--- config.mk ---
export PLATFORM = sky130hd
export DESIGN_NAME = wb_chrono_timer
export DESIGN_NICKNAME = d
export VERILOG_FILES = /design/src/rtl/wb_chrono_timer.sv
export SDC_FILE = /design/constraint.sdc
export NUM_CORES = 1
export LEC_CHECK = 0
export BUFFER_PORTS_ARGS = -buffer_cell sky130_fd_sc_hd__buf_2
export CAP_MARGIN = 20
export CORE_ASPECT_RATIO = 0.9
export CORE_UTILIZATION = 52
export DETAILED_ROUTE_END_ITERATION = 8
export GPL_ROUTABILITY_DRIVEN = 0
export HOLD_SLACK_MARGIN = 0.05
export PLACE_DENSITY = 0.84
export SETUP_SLACK_MARGIN = 0.02
export SLEW_MARGIN = 20
export SYNTH_ARGS = -nofsm -noshare
export SYNTH_HDL_FRONTEND = slang
export SYNTH_SLANG_ARGS = --single-unit
--- constraint.sdc ---
create_clock -name clk_i -period 2.7 [get_ports clk_i]
set_input_delay 0.135 -clock clk_i [delete_from_list [all_inputs] [get_ports clk_i]]
set_output_delay 0.135 -clock clk_i [all_outputs]
set_load 0.02 [all_outputs]
--- src/rtl/wb_chrono_timer.sv ---
// wb_chrono_timer: Wishbone classic slave holding a run/stop BCD stopwatch (MM:SS.hh) and display value.
// Optional macro CHRONO_LAP_EN builds the lap capture register and the LAP_VALID status bit.
//
// state   | meaning
// ST_IDLE | no response in flight; a new request may be accepted
// ST_ACK  | ack cycle for the request accepted on the previous edge
// ST_ERR  | err cycle for a rejected write to a read-only register
module wb_chrono_timer #(
    parameter int PRESCALE = 500000
) (
    input  logic        clk_i,
    input  logic        rst_i,
    input  logic [31:0] wb_dat_i,
    output logic [31:0] wb_dat_o,
    input  logic [10:0] wb_adr_i,
    input  logic [3:0]  wb_sel_i,
    input  logic        wb_we_i,
    input  logic        wb_cyc_i,
    input  logic        wb_stb_i,
    input  logic        wb_cab_i,
    output logic        wb_ack_o,
    output logic        wb_err_o,
    output logic        wb_rty_o,
    output logic [15:0] display_o,
    output logic        irq_o
);

    localparam int PW = (PRESCALE > 2) ? $clog2(PRESCALE) : 1;
    localparam logic [PW-1:0] PRE_LAST = PW'(PRESCALE - 1);

    localparam logic [1:0] A_CTRL   = 2'd0;
    localparam logic [1:0] A_STATUS = 2'd1;
    localparam logic [1:0] A_TIME   = 2'd2;
    localparam logic [1:0] A_LAP    = 2'd3;

    typedef enum logic [1:0] {
        ST_IDLE,
        ST_ACK,
        ST_ERR
    } state_t;

    state_t        state_q, state_d;
    logic [31:0]   dat_q, dat_d;
    logic          run_q, dsel_q, irqen_q, ovf_q, ovf_d;
    logic [7:0]    hh_q, ss_q, mm_q;
    logic [7:0]    hh_d, ss_d, mm_d;
    logic [PW-1:0] presc_q, presc_d;
    logic [15:0]   disp_q;
    logic          irq_q;

    logic          req, wr_bad, ctrl_wr, clr, tick;
    logic [1:0]    reg_sel;
    logic [31:0]   rd_data;
    logic [31:0]   lap_word;
    logic          lapv;
    logic [23:0]   time_now;

    function automatic logic [7:0] bcd_inc(input logic [7:0] v);
        logic [7:0] r;
        if (v[3:0] == 4'd9) r = {v[7:4] + 4'd1, 4'd0};
        else                r = {v[7:4], v[3:0] + 4'd1};
        return r;
    endfunction

    assign time_now = {mm_q, ss_q, hh_q};

    // The response flops double as the "busy" flag, so a held strobe is accepted every other cycle.
    assign reg_sel = wb_adr_i[1:0];
    assign req     = wb_cyc_i & wb_stb_i & (state_q == ST_IDLE);
    assign wr_bad  = req & wb_we_i & (reg_sel != A_CTRL);
    assign ctrl_wr = req & wb_we_i & (reg_sel == A_CTRL) & wb_sel_i[0];
    assign clr     = ctrl_wr & wb_dat_i[1];
    assign tick    = run_q & (presc_q == '0);

    always_comb begin
        state_d = ST_IDLE;
        if (req) begin
            state_d = wr_bad ? ST_ERR : ST_ACK;
        end
    end

    always_comb begin
        rd_data = '0;
        case (reg_sel)
            A_CTRL:   rd_data = {27'd0, irqen_q, dsel_q, 2'b00, run_q};
            A_STATUS: rd_data = {29'd0, ovf_q, lapv, run_q};
            A_TIME:   rd_data = {8'h00, time_now};
            A_LAP:    rd_data = lap_word;
            default:  rd_data = '0;
        endcase
    end

    assign dat_d = (req & ~wb_we_i) ? rd_data : 32'd0;

    // Prescaler runs down from PRESCALE-1; the zero cycle is the tick, matching an up-count to PRESCALE-1.
    always_comb begin
        presc_d = presc_q;
        if (clr) begin
            presc_d = PRE_LAST;
        end else if (run_q) begin
            presc_d = (presc_q == '0) ? PRE_LAST : presc_q - 1'b1;
        end
    end

    always_comb begin
        hh_d  = hh_q;
        ss_d  = ss_q;
        mm_d  = mm_q;
        ovf_d = ovf_q;
        if (clr) begin
            hh_d  = 8'h00;
            ss_d  = 8'h00;
            mm_d  = 8'h00;
            ovf_d = 1'b0;
        end else if (tick) begin
            if (hh_q != 8'h99) begin
                hh_d = bcd_inc(hh_q);
            end else begin
                hh_d = 8'h00;
                if (ss_q != 8'h59) begin
                    ss_d = bcd_inc(ss_q);
                end else begin
                    ss_d = 8'h00;
                    if (mm_q != 8'h99) begin
                        mm_d = bcd_inc(mm_q);
                    end else begin
                        mm_d  = 8'h00;
                        ovf_d = 1'b1;
                    end
                end
            end
        end
    end

    always_ff @(posedge clk_i) begin
        if (!rst_i) begin
            state_q <= ST_IDLE;
            dat_q   <= '0;
            run_q   <= 1'b0;
            dsel_q  <= 1'b0;
            irqen_q <= 1'b0;
            ovf_q   <= 1'b0;
            hh_q    <= 8'h00;
            ss_q    <= 8'h00;
            mm_q    <= 8'h00;
            presc_q <= PRE_LAST;
            disp_q  <= 16'h0000;
            irq_q   <= 1'b0;
        end else begin
            state_q <= state_d;
            dat_q   <= dat_d;
            ovf_q   <= ovf_d;
            hh_q    <= hh_d;
            ss_q    <= ss_d;
            mm_q    <= mm_d;
            presc_q <= presc_d;
            if (ctrl_wr) begin
                run_q   <= wb_dat_i[0];
                dsel_q  <= wb_dat_i[3];
                irqen_q <= wb_dat_i[4];
            end
            disp_q <= dsel_q ? {mm_q, ss_q} : {ss_q, hh_q};
            irq_q  <= irqen_q & ovf_q;
        end
    end

`ifdef CHRONO_LAP_EN
    logic [23:0] lap_q;
    logic        lapv_q;
    logic        lap_cap, lap_rd;

    assign lap_cap = ctrl_wr & wb_dat_i[2];
    assign lap_rd  = req & ~wb_we_i & (reg_sel == A_LAP);

    // Capture takes priority so a lap taken in the same cycle as a LAP read stays valid.
    always_ff @(posedge clk_i) begin
        if (!rst_i) begin
            lap_q  <= '0;
            lapv_q <= 1'b0;
        end else if (lap_cap) begin
            lap_q  <= time_now;
            lapv_q <= 1'b1;
        end else if (lap_rd) begin
            lapv_q <= 1'b0;
        end
    end

    assign lap_word = {8'h00, lap_q};
    assign lapv     = lapv_q;

    logic unused_bits;
    assign unused_bits = ^{wb_cab_i, wb_adr_i[10:2], wb_sel_i[3:1], wb_dat_i[31:5]};
`else
    assign lap_word = 32'd0;
    assign lapv     = 1'b0;

    logic unused_bits;
    assign unused_bits = ^{wb_cab_i, wb_adr_i[10:2], wb_sel_i[3:1], wb_dat_i[31:5], wb_dat_i[2]};
`endif

    assign wb_ack_o  = (state_q == ST_ACK);
    assign wb_err_o  = (state_q == ST_ERR);
    assign wb_rty_o  = 1'b0;
    assign wb_dat_o  = dat_q;
    assign display_o = disp_q;
    assign irq_o     = irq_q;

endmodule

Yosys cells after proc, flatten, opt, wreduce, memory -nomap -nowiden:

Index checks and enable logic that the tools add are counted.

* output and inout port bits: 52
* register bits after elaboration: 98
* input bits: 53

* bitwise logic cells: 15
* equality and inequality tests: 14
* $add $sub $neg: 7
* mux-type cells: 10
* reduce and logical (&&, ||, !) cells: 13

Operators by type and width (number)
* $pmux 32 s4: 1
* $mux 8: 6
* $add 4x1->4 const B: 6
* $logic_not 19->1: 1
* $mux 19: 1
* $sub 19x1->19 const B: 1
* $mux 16: 1
* $ne 8x8->1 const B: 2
* $eq 4x4->1 const B: 3
* $and 1x1->1: 10
* $ne 8x7->1 const B: 1
* $reduce_and 2->1: 4
* $reduce_and 4->1: 2
* $eq 2x2->1 const B: 3
* $ne 2x1->1 const B: 3
* $reduce_and 3->1: 2
* $not 1->1: 5
* $eq 2x1->1 const B: 2
* $logic_not 2->1: 2
* $mux 2: 1
* $reduce_bool 2->1: 1
* $reduce_or 2->1: 1

Logic depth before layout (Yosys ltp):

Gate-level depths: netlist of run 1.

* depth in word-level cells: 7
* depth in mapped cells: 8
* depth with buffers taken out: 6

Worst setup path before layout of run 1:

No wires, ideal clock.

* path type: flip-flop to flip-flop
* from: reg presc_q[14]
* to: reg ss_q[2]
* setup time: 132 ps
* setup slack: 551 ps
* path buffers: 3
* stages on the path, launching flop included: 8
* arrival time: 2016 ps
* path through: dfxtp_1 -> or4_1 -> buf_2 -> or3_4 -> buf_4 -> buf_6 -> o41ai_1 -> a21oi_1

* longest elaborated chain between the ends: 3

RTL lines
* start: declaration: RTL line 47 `logic [PW-1:0] presc_q, presc_d;`
* start signal: assignment: RTL line 156 `presc_q <= presc_d;`
* $logic_not 19->1: RTL line 73 `assign tick = run_q & (presc_q == '0);`
* $and 1x1->1: RTL line 73
* $reduce_and 2->1 (no line)
* end signal: assignment: RTL line 154 `ss_q <= ss_d;`
* end: declaration: RTL line 45 `logic [7:0] hh_q, ss_q, mm_q;`

Every way passes these cells.
A chain may end at the register's enable or synchronous reset.

Final worst setup path of run 1:

* from: reg presc_q[14]
* to: reg ss_q[0]

Same word-level chain as after synthesis.

==> results of run 1 <==
## path summary, 6_finish.rpt
path	depth (start not counted)	end	slack (ns)	start
worst max register to register	4	ss_q[0]	0.36	presc_q[14]
worst min register to register	2	presc_q[9]	0.49	presc_q[9]
worst min-delay path	3	dsel_q	0.07	wb_dat_i[3]
worst max-delay path	4	ss_q[0]	0.36	presc_q[14]
## through the flow
| step | cell area (µm²) | instances | total power, mW | util (%) |
|---|---|---|---|---|
| 6_report | 4480 | 570 | 2.25 | 62.1 |
| 5_1_grt | 4480 | 570 | 2.32 | 62.1 |
| 4_1_cts | 4480 | 570 | 2.26 | 62.1 |
| 3_5_place_dp | 4270 | 551 | 1.42 | 59.1 |
| 3_3_place_gp | 4270 | 551 | 1.42 | 59.1 |
| 2_1_floorplan | 4010 | 432 | 1.41 | - |
## cell usage in the layout, fill, tap and decap left out, drive strengths merged, types with 3 or more instances in the layout
master       netlist  final
xnor2              5      5
buf               13     59
nand4bb            3      3
o21ai             13     13
clkinvlp           0      4
nor3               7      7
dlygate4sd3        0      3
and2              22     22
dfxtp             90     90
o21a               3      3
or4               12     12
a21oi             19     19
or3               15     15
and3               3      3
inv               13     15
nor4               8      8
ha                14     14
nor3b              4      4
nor2              34     34
nand3             16     16
xor2               6      6
o31ai             13     13
nand2             18     18
conb               1      9
nand3b             5      5
clkbuf            20     10
nand4             13     13
and3b              5      5
nor2b              3      3
mux2i             26     26
## per-layer routing
layer / track usage [%] / part of all wire, % / vias to the layer above
met3: 5.82 / 6.6 / 16
met4: 8.39 / 2.0 / 0
met5: 0 / 0 / -
met1: 28.3 / 45 / 1531
li1: - / - / 1602
met2: 35.7 / 47 / 119
## what timing repair did
item	in CTS	in global routing
gates resized for setup	0	0
setup endpoints to repair	0	0
hold buffers	3	0
hold endpoints to repair	4	0
## registers in the layout, summed over array words and instances (netlist names), 2 cells and up
| name | flops |
|---|---|
| ss_q | 8 |
| presc_q | 19 |
| hh_q | 8 |
| mm_q | 8 |
| display_o | 16 |
| wb_dat_o | 24 |
| state_q | 2 |
## worst min-delay path: cells and delay by family
family	cells	cell delay (ns)
buffers and inverters	1	0.08
AND/OR/NAND/NOR	1	0.11
multiplexers	1	0.06
## report_power, final
group          internal [mW]  switching (mW)  total (mW)
Clock                  0.366           0.488       0.854
Sequential              1.33         0.00184        1.33
Combinational         0.0200          0.0436      0.0636
## cell type report
class                           count  share of cell area (%)
Multi-Input combinational cell    296                    44.4
Timing Repair Buffer               62                    7.54
Tap cell                           93                    2.60
Sequential cell                    90                    40.2
Clock buffer                       10                    3.07
Inverter                           13                    1.09
Clock inverter                      6                    1.06
## cell families after synthesis
| family | Yosys count | synth area share, % |
|---|---|---|
| AND/OR/NAND/NOR | 177 | 26.3 |
| AO/OA/AOI/OAI | 59 | 9.47 |
| adder cells (fa/ha/maj) | 14 | 4.40 |
| buffers and inverters | 46 | 5.50 |
| XOR/XNOR | 11 | 2.42 |
| other | 1 | 0.0943 |
| flip-flops | 90 | 45.3 |
| multiplexers | 26 | 6.54 |
==> impl_metrics.prom, run 1 <==
# TYPE chip_impl_metric gauge
chip_impl_info{name="status",value="complete, no violations"} 1
chip_impl_metric{name="powerDensity",unit="nW/µm²"} 501
chip_impl_metric{name="finalWorstSetupSlack",unit="ns"} 0.357
chip_impl_metric{name="f_max",unit="MHz"} 427
chip_impl_info{name="synth.top_cells.by_count",value="sky130_fd_sc_hd__dfxtp_1 (90), sky130_fd_sc_hd__nor2_1 (34), sky130_fd_sc_hd__mux2i_1 (26)"} 1
chip_impl_metric{name="numnets_final",unit=""} 539
chip_impl_metric{name="worst_ep_arrival_time",unit="ns"} 2.62
chip_impl_metric{name="io_pins",unit=""} 105
chip_impl_metric{name="ys_warn_count",unit=""} 0
chip_impl_metric{name="critical-path-max-stage-delay",unit="ns"} 0.65
chip_impl_metric{name="share_of_final_layout_standard_cells_stronger_than_drive_strength_1",unit="%"} 17.6
chip_impl_metric{name="drt_pre_antenna_iters",unit=""} 4
chip_impl_metric{name="worstPathBufferInverterCount",unit=""} 0
chip_impl_metric{name="design.core.area",unit="µm²"} 7220
chip_impl_metric{name="syn-cell-area",unit="µm²"} 3980
chip_impl_info{name="worst-setup-path-type",value="reg2reg"} 1
chip_impl_metric{name="finalHoldViolations",unit=""} 0
chip_impl_metric{name="synth_enable_flop_cells",unit=""} 0
chip_impl_metric{name="floorplan.initialDensity",unit="%"} 55.1
chip_impl_info{name="critical_path.top_delay_family",value="simple AND/OR/NAND/NOR gates"} 1
chip_impl_metric{name="yosysTopAreaCellShare",unit="%"} 45.3
chip_impl_metric{name="antenna_found_initial",unit=""} 0
chip_impl_metric{name="hold_slack",unit="ns"} 0.0694
chip_impl_metric{name="fin_setup_tns",unit="ns"} 0
chip_impl_metric{name="die_h",unit="µm"} 85.0
chip_impl_info{name="critical_path_cell_list",value="or4_1 -> or3_4 -> or4_4 -> a211oi_2"} 1
chip_impl_metric{name="critical_path.max_fanout",unit=""} 24
chip_impl_info{name="synthTopCellsByArea",value="sky130_fd_sc_hd__dfxtp_1 (45%), sky130_fd_sc_hd__mux2i_1 (6.5%), sky130_fd_sc_hd__ha_1 (4.4%)"} 1
chip_impl_metric{name="avgRoutedWirePerCell",unit="µm"} 14.8
chip_impl_metric{name="timing.clock.skew",unit="ns"} 0.0106
chip_impl_metric{name="clk-insertion-delay-late",unit="ns"} 0.35
chip_impl_metric{name="slew_violations",unit=""} 0
chip_impl_metric{name="synth_sequential_area_ratio",unit="%"} 45.3
chip_impl_info{name="crit_path_start_kind",value="flop"} 1
chip_impl_metric{name="place.port_buffers",unit=""} 54
chip_impl_metric{name="area_of_the_multi_input_gates",unit="µm²"} 1990
chip_impl_metric{name="synth_cell_types",unit=""} 52
chip_impl_metric{name="drt.antenna.violating_nets",unit=""} 0
chip_impl_metric{name="pre_cts_slack",unit="ns"} 0.376
chip_impl_info{name="cp-end-kind",value="flop"} 1
chip_impl_metric{name="timing.max_slew.rel_slack",unit="%"} 34.6
chip_impl_metric{name="fp-row-count",unit=""} 29
chip_impl_metric{name="drt_drc_violations_left",unit=""} 0
chip_impl_metric{name="n_antenna_cell",unit=""} 0
chip_impl_metric{name="timing.final.crit_period",unit="ns"} 2.34
chip_impl_info{name="tritoncts",value="done"} 1
chip_impl_metric{name="cts_buffer_depth",unit=""} 2
chip_impl_metric{name="dieArea",unit="µm²"} 8000
chip_impl_metric{name="cts_sinks",unit=""} 90
chip_impl_metric{name="drtIter0Drc",unit=""} 246
chip_impl_metric{name="die_x",unit="µm"} 94.2
chip_impl_metric{name="gr-total-overflow",unit=""} 0
chip_impl_metric{name="cts_post_setup_buffers_inserted",unit=""} 0
chip_impl_metric{name="place_hpwl",unit="µm"} 5830
chip_impl_metric{name="area.sequential",unit="µm²"} 1800
chip_impl_metric{name="final_min_period_over_clock_period",unit="%"} 86.8
chip_impl_metric{name="grt_total_usage",unit="%"} 22.2
chip_impl_metric{name="grt_first_pass_wirelength",unit="µm"} 14100
chip_impl_metric{name="synthCells",unit=""} 424
chip_impl_info{name="clockRootBuffer",value="sky130_fd_sc_hd__clkbuf_8"} 1
chip_impl_metric{name="worstMarginPinSlew",unit="ns"} 0.979
chip_impl_metric{name="drv.max_cap_violation_count",unit=""} 0
chip_impl_metric{name="async_reset_ff_share",unit="%"} 0
chip_impl_metric{name="p_leak",unit="nW"} 1.75
chip_impl_metric{name="n_fill_cell",unit=""} 592
chip_impl_metric{name="final-setup-viol-count",unit=""} 0
chip_impl_metric{name="yosys_register_bits",unit=""} 90
chip_impl_metric{name="postSynthAreaPerCell",unit="µm²"} 9.38
chip_impl_info{name="setup_repair_after_global_routing_missed_its_margin",value="false"} 1
chip_impl_metric{name="peakVddDrop",unit="mV"} 0.238
chip_impl_metric{name="clk_pin_slew",unit="ns"} 0.09
chip_impl_info{name="library_cell_with_the_highest_instance_count_after_synthesis",value="sky130_fd_sc_hd__dfxtp_1"} 1
chip_impl_metric{name="cts_htree_levels",unit=""} 3
chip_impl_metric{name="via_count_of_the_first_global_routing_pass",unit=""} 3064
chip_impl_info{name="holdCritPathClass",value="in2reg"} 1
chip_impl_metric{name="cts-buffers-inserted",unit=""} 9
chip_impl_metric{name="area_growth_syn_to_layout",unit="%"} 12.7
chip_impl_metric{name="critPathRequiredTime",unit="ns"} 2.98
chip_impl_metric{name="via_per_inst",unit=""} 5.73
chip_impl_metric{name="grt_start_max_net_pins",unit=""} 35
chip_impl_metric{name="vias",unit=""} 3268
chip_impl_info{name="yosys_most_used_dff",value="sky130_fd_sc_hd__dfxtp_1"} 1
chip_impl_metric{name="wl",unit="µm"} 8430
chip_impl_info{name="post-synth-top-area-cell",value="sky130_fd_sc_hd__dfxtp_1"} 1
chip_impl_info{name="crit_path_top_delay_cell",value="sky130_fd_sc_hd__or4_1"} 1
Power figures use the tool's default switching activity.
==> run 2: changes to the inputs <==
--- a/config.mk
+++ b/config.mk
@@ -7,7 +7,6 @@
 export LEC_CHECK = 0
 export BUFFER_PORTS_ARGS = -buffer_cell sky130_fd_sc_hd__buf_2
 export CAP_MARGIN = 20
-export CORE_ASPECT_RATIO = 0.9
 export CORE_UTILIZATION = 52
 export DETAILED_ROUTE_END_ITERATION = 8
 export GPL_ROUTABILITY_DRIVEN = 0
@@ -18,3 +17,4 @@
 export SYNTH_ARGS = -nofsm -noshare
 export SYNTH_HDL_FRONTEND = slang
 export SYNTH_SLANG_ARGS = --single-unit
+export TNS_END_PERCENT = 10
==> run 2 against run 1 <==
Compared with the run above: final area is 0.73% higher; routed wire length is 2.6% lower; worst setup slack worse by 0.038 ns; via count is 0.15% lower; count of clock-buffer cells in the layout is 1 lower; non-clock buffer count is 1 higher; highest routed layer unchanged; sequential share of layout area is 0.29 points lower; maximum frequency is 1.6% lower; power is 3.3% higher; hold slack worse by 0.0088 ns; utilization is 0.49 points lower.
==> impl_metrics.prom, run 2 (synthesis results as in run 1) <==
# TYPE chip_impl_metric gauge
chip_impl_info{name="cp-end-kind",value="flop"} 1
chip_impl_metric{name="die_h",unit="µm"} 89.5
chip_impl_info{name="commonest_cells_after_routing_fill_and_taps_aside",value="sky130_fd_sc_hd__dfxtp_1 (90), sky130_fd_sc_hd__buf_2 (54), sky130_fd_sc_hd__nor2_1 (34)"} 1
chip_impl_metric{name="clock_power_share",unit="%"} 40.0
chip_impl_metric{name="clk_pin_slew",unit="ns"} 0.10
chip_impl_metric{name="vias",unit=""} 3263
chip_impl_metric{name="die_x",unit="µm"} 89.5
chip_impl_metric{name="cts_buffer_depth",unit=""} 2
chip_impl_metric{name="area_of_the_multi_input_gates",unit="µm²"} 1990
chip_impl_metric{name="cts_htree_levels",unit=""} 3
chip_impl_metric{name="avgRoutedWirePerCell",unit="µm"} 14.2
chip_impl_metric{name="fp-row-count",unit=""} 31
chip_impl_metric{name="final_util",unit="%"} 61.6
chip_impl_info{name="worst-setup-path-type",value="reg2reg"} 1
chip_impl_info{name="setup_repair_after_global_routing_missed_its_margin",value="false"} 1
chip_impl_metric{name="drv.max_cap_violation_count",unit=""} 0
chip_impl_metric{name="clk-insertion-delay-late",unit="ns"} 0.37
chip_impl_metric{name="cellInternalPower",unit="mW"} 1.78
chip_impl_metric{name="cts_post_setup_buffers_inserted",unit=""} 0
chip_impl_info{name="clockRootBuffer",value="sky130_fd_sc_hd__clkbuf_8"} 1
chip_impl_info{name="mostFrequentLayoutCell",value="sky130_fd_sc_hd__dfxtp_1"} 1
chip_impl_metric{name="antenna_found_initial",unit=""} 0
chip_impl_metric{name="place.port_buffers",unit=""} 54
chip_impl_info{name="crit_path_top_delay_cell",value="sky130_fd_sc_hd__or4_1"} 1
chip_impl_metric{name="comb_power_share",unit="%"} 2.8
chip_impl_metric{name="via_count_of_the_first_global_routing_pass",unit=""} 2949
chip_impl_metric{name="floorplan.initialDensity",unit="%"} 54.3
chip_impl_metric{name="fin_setup_tns",unit="ns"} 0
chip_impl_metric{name="n_antenna_cell",unit=""} 0
chip_impl_metric{name="n_fill_cell",unit=""} 591
chip_impl_metric{name="place_hpwl",unit="µm"} 5500
chip_impl_metric{name="timing.final.crit_period",unit="ns"} 2.38
chip_impl_metric{name="critical_path.max_fanout",unit=""} 24
chip_impl_metric{name="final_min_period_over_clock_period",unit="%"} 88.2
chip_impl_metric{name="critical-path-max-stage-delay",unit="ns"} 0.63
chip_impl_metric{name="finalHoldViolations",unit=""} 0
chip_impl_metric{name="pwr-share-seq",unit="%"} 57.2
chip_impl_metric{name="timing.clock.skew",unit="ns"} 0.0119
chip_impl_metric{name="worst_ep_arrival_time",unit="ns"} 2.68
chip_impl_metric{name="numnets_final",unit=""} 540
chip_impl_metric{name="via_per_inst",unit=""} 5.66
chip_impl_metric{name="powerDensity",unit="nW/µm²"} 514
chip_impl_metric{name="area.sequential",unit="µm²"} 1800
chip_impl_metric{name="slew_violations",unit=""} 0
chip_impl_metric{name="share_of_final_layout_standard_cells_stronger_than_drive_strength_1",unit="%"} 17.6
chip_impl_info{name="tritoncts",value="done"} 1
chip_impl_info{name="status",value="complete, no violations"} 1
chip_impl_metric{name="drt.antenna.violating_nets",unit=""} 0
chip_impl_metric{name="cts_sinks",unit=""} 90
chip_impl_metric{name="drt_drc_violations_left",unit=""} 0
chip_impl_metric{name="switching_share",unit="%"} 23.3
chip_impl_metric{name="final-setup-viol-count",unit=""} 0
chip_impl_metric{name="dieArea",unit="µm²"} 8000
chip_impl_metric{name="gr-total-overflow",unit=""} 0
chip_impl_metric{name="drtIter0Drc",unit=""} 217
chip_impl_metric{name="peakVddDrop",unit="mV"} 0.340
chip_impl_metric{name="wl",unit="µm"} 8210
chip_impl_info{name="crit_path_start_kind",value="flop"} 1
chip_impl_metric{name="timing.max_slew.rel_slack",unit="%"} 35.6
chip_impl_metric{name="critPathRequiredTime",unit="ns"} 2.99
chip_impl_info{name="holdCritPathClass",value="in2reg"} 1
chip_impl_metric{name="p_switching",unit="µW"} 540
chip_impl_info{name="critical_path.top_delay_family",value="simple AND/OR/NAND/NOR gates"} 1
chip_impl_metric{name="worstMarginPinSlew",unit="ns"} 0.964
chip_impl_metric{name="grt_total_usage",unit="%"} 22.3
chip_impl_metric{name="placed_cells_incl_taps",unit=""} 557
chip_impl_metric{name="grt_first_pass_wirelength",unit="µm"} 13700
chip_impl_metric{name="p_leak",unit="nW"} 1.77
chip_impl_metric{name="io_pins",unit=""} 105
chip_impl_metric{name="layout.cells.non_filler",unit=""} 577
chip_impl_metric{name="cts-buffers-inserted",unit=""} 9
chip_impl_metric{name="f_max",unit="MHz"} 420
chip_impl_metric{name="grt_start_max_net_pins",unit=""} 35
chip_impl_metric{name="worstPathBufferInverterCount",unit=""} 0
chip_impl_info{name="critical_path_cell_list",value="or4_1 -> or3_4 -> nor4_1 -> mux2i_1"} 1
chip_impl_metric{name="design.core.area",unit="µm²"} 7330
chip_impl_metric{name="area_growth_syn_to_layout",unit="%"} 13.5
chip_impl_metric{name="drt_pre_antenna_iters",unit=""} 4
chip_impl_metric{name="largest_register_ffs",unit=""} 24
run 2: final timing paths:
check         startpoint          to  slack (ns)  cells after the start
min reg2reg   presc_q[9]  presc_q[9]        0.50                      2
min              wb_we_i  state_q[1]        0.06                      3
max reg2reg  presc_q[14]     ss_q[7]        0.32                      4
max          presc_q[14]     ss_q[7]        0.32                      4
run 2: final cells by class:
| type | instances | area share, % |
|---|---|---|
| multi-input combinational | 296 | 44.1 |
| clock inverter | 7 | 1.69 |
| inverter | 13 | 1.08 |
| clock buffer | 9 | 2.74 |
| tap | 99 | 2.74 |
| timing repair buffer | 63 | 7.71 |
| sequential | 90 | 39.9 |
run 2: metal layers:
metal	global-route usage, %	share of wire (%)
met1	28.1	45
met2	37.1	48
met3	5.63	5.4
met4	7.36	1.4
met5	0	0
run 2: stage by stage:
stage / instance area, µm² / setup slack (ns) / total power, mW / hold slack (ns)
2_1_floorplan: 4010 / 0.551 / 1.41 / 0.214
3_3_place_gp: 4270 / 0.424 / 1.42 / 0.364
3_5_place_dp: 4270 / 0.392 / 1.42 / 0.376
4_1_cts: 4510 / 0.328 / 2.33 / 0.0550
5_1_grt: 4510 / 0.210 / 2.39 / 0.0702
6_report: 4510 / 0.319 / 2.32 / 0.0605
run 2: tightest hold or removal path, stage by stage:
cell	delay (ns)
sky130_fd_sc_hd__buf_2	0.11
sky130_fd_sc_hd__o21ai_0	0.09
sky130_fd_sc_hd__nor3_1	0.05
run 2: timing repair:
action	in CTS	in global routing
endpoints found under the hold margin	5	0
hold buffers	4	0
gates resized for setup	0	0
endpoints found under the setup margin	0	0
run 2: power groups by stage:
stage                     combinational (mW)  sequential, mW  clock, mW
after floorplan                       0.0514            1.36          0
after global placement                0.0576            1.36          0
after detailed placement              0.0588            1.36          0
after CTS                             0.0641            1.33      0.936
after global routing                  0.0707            1.33      0.994
final                                 0.0647            1.33      0.928
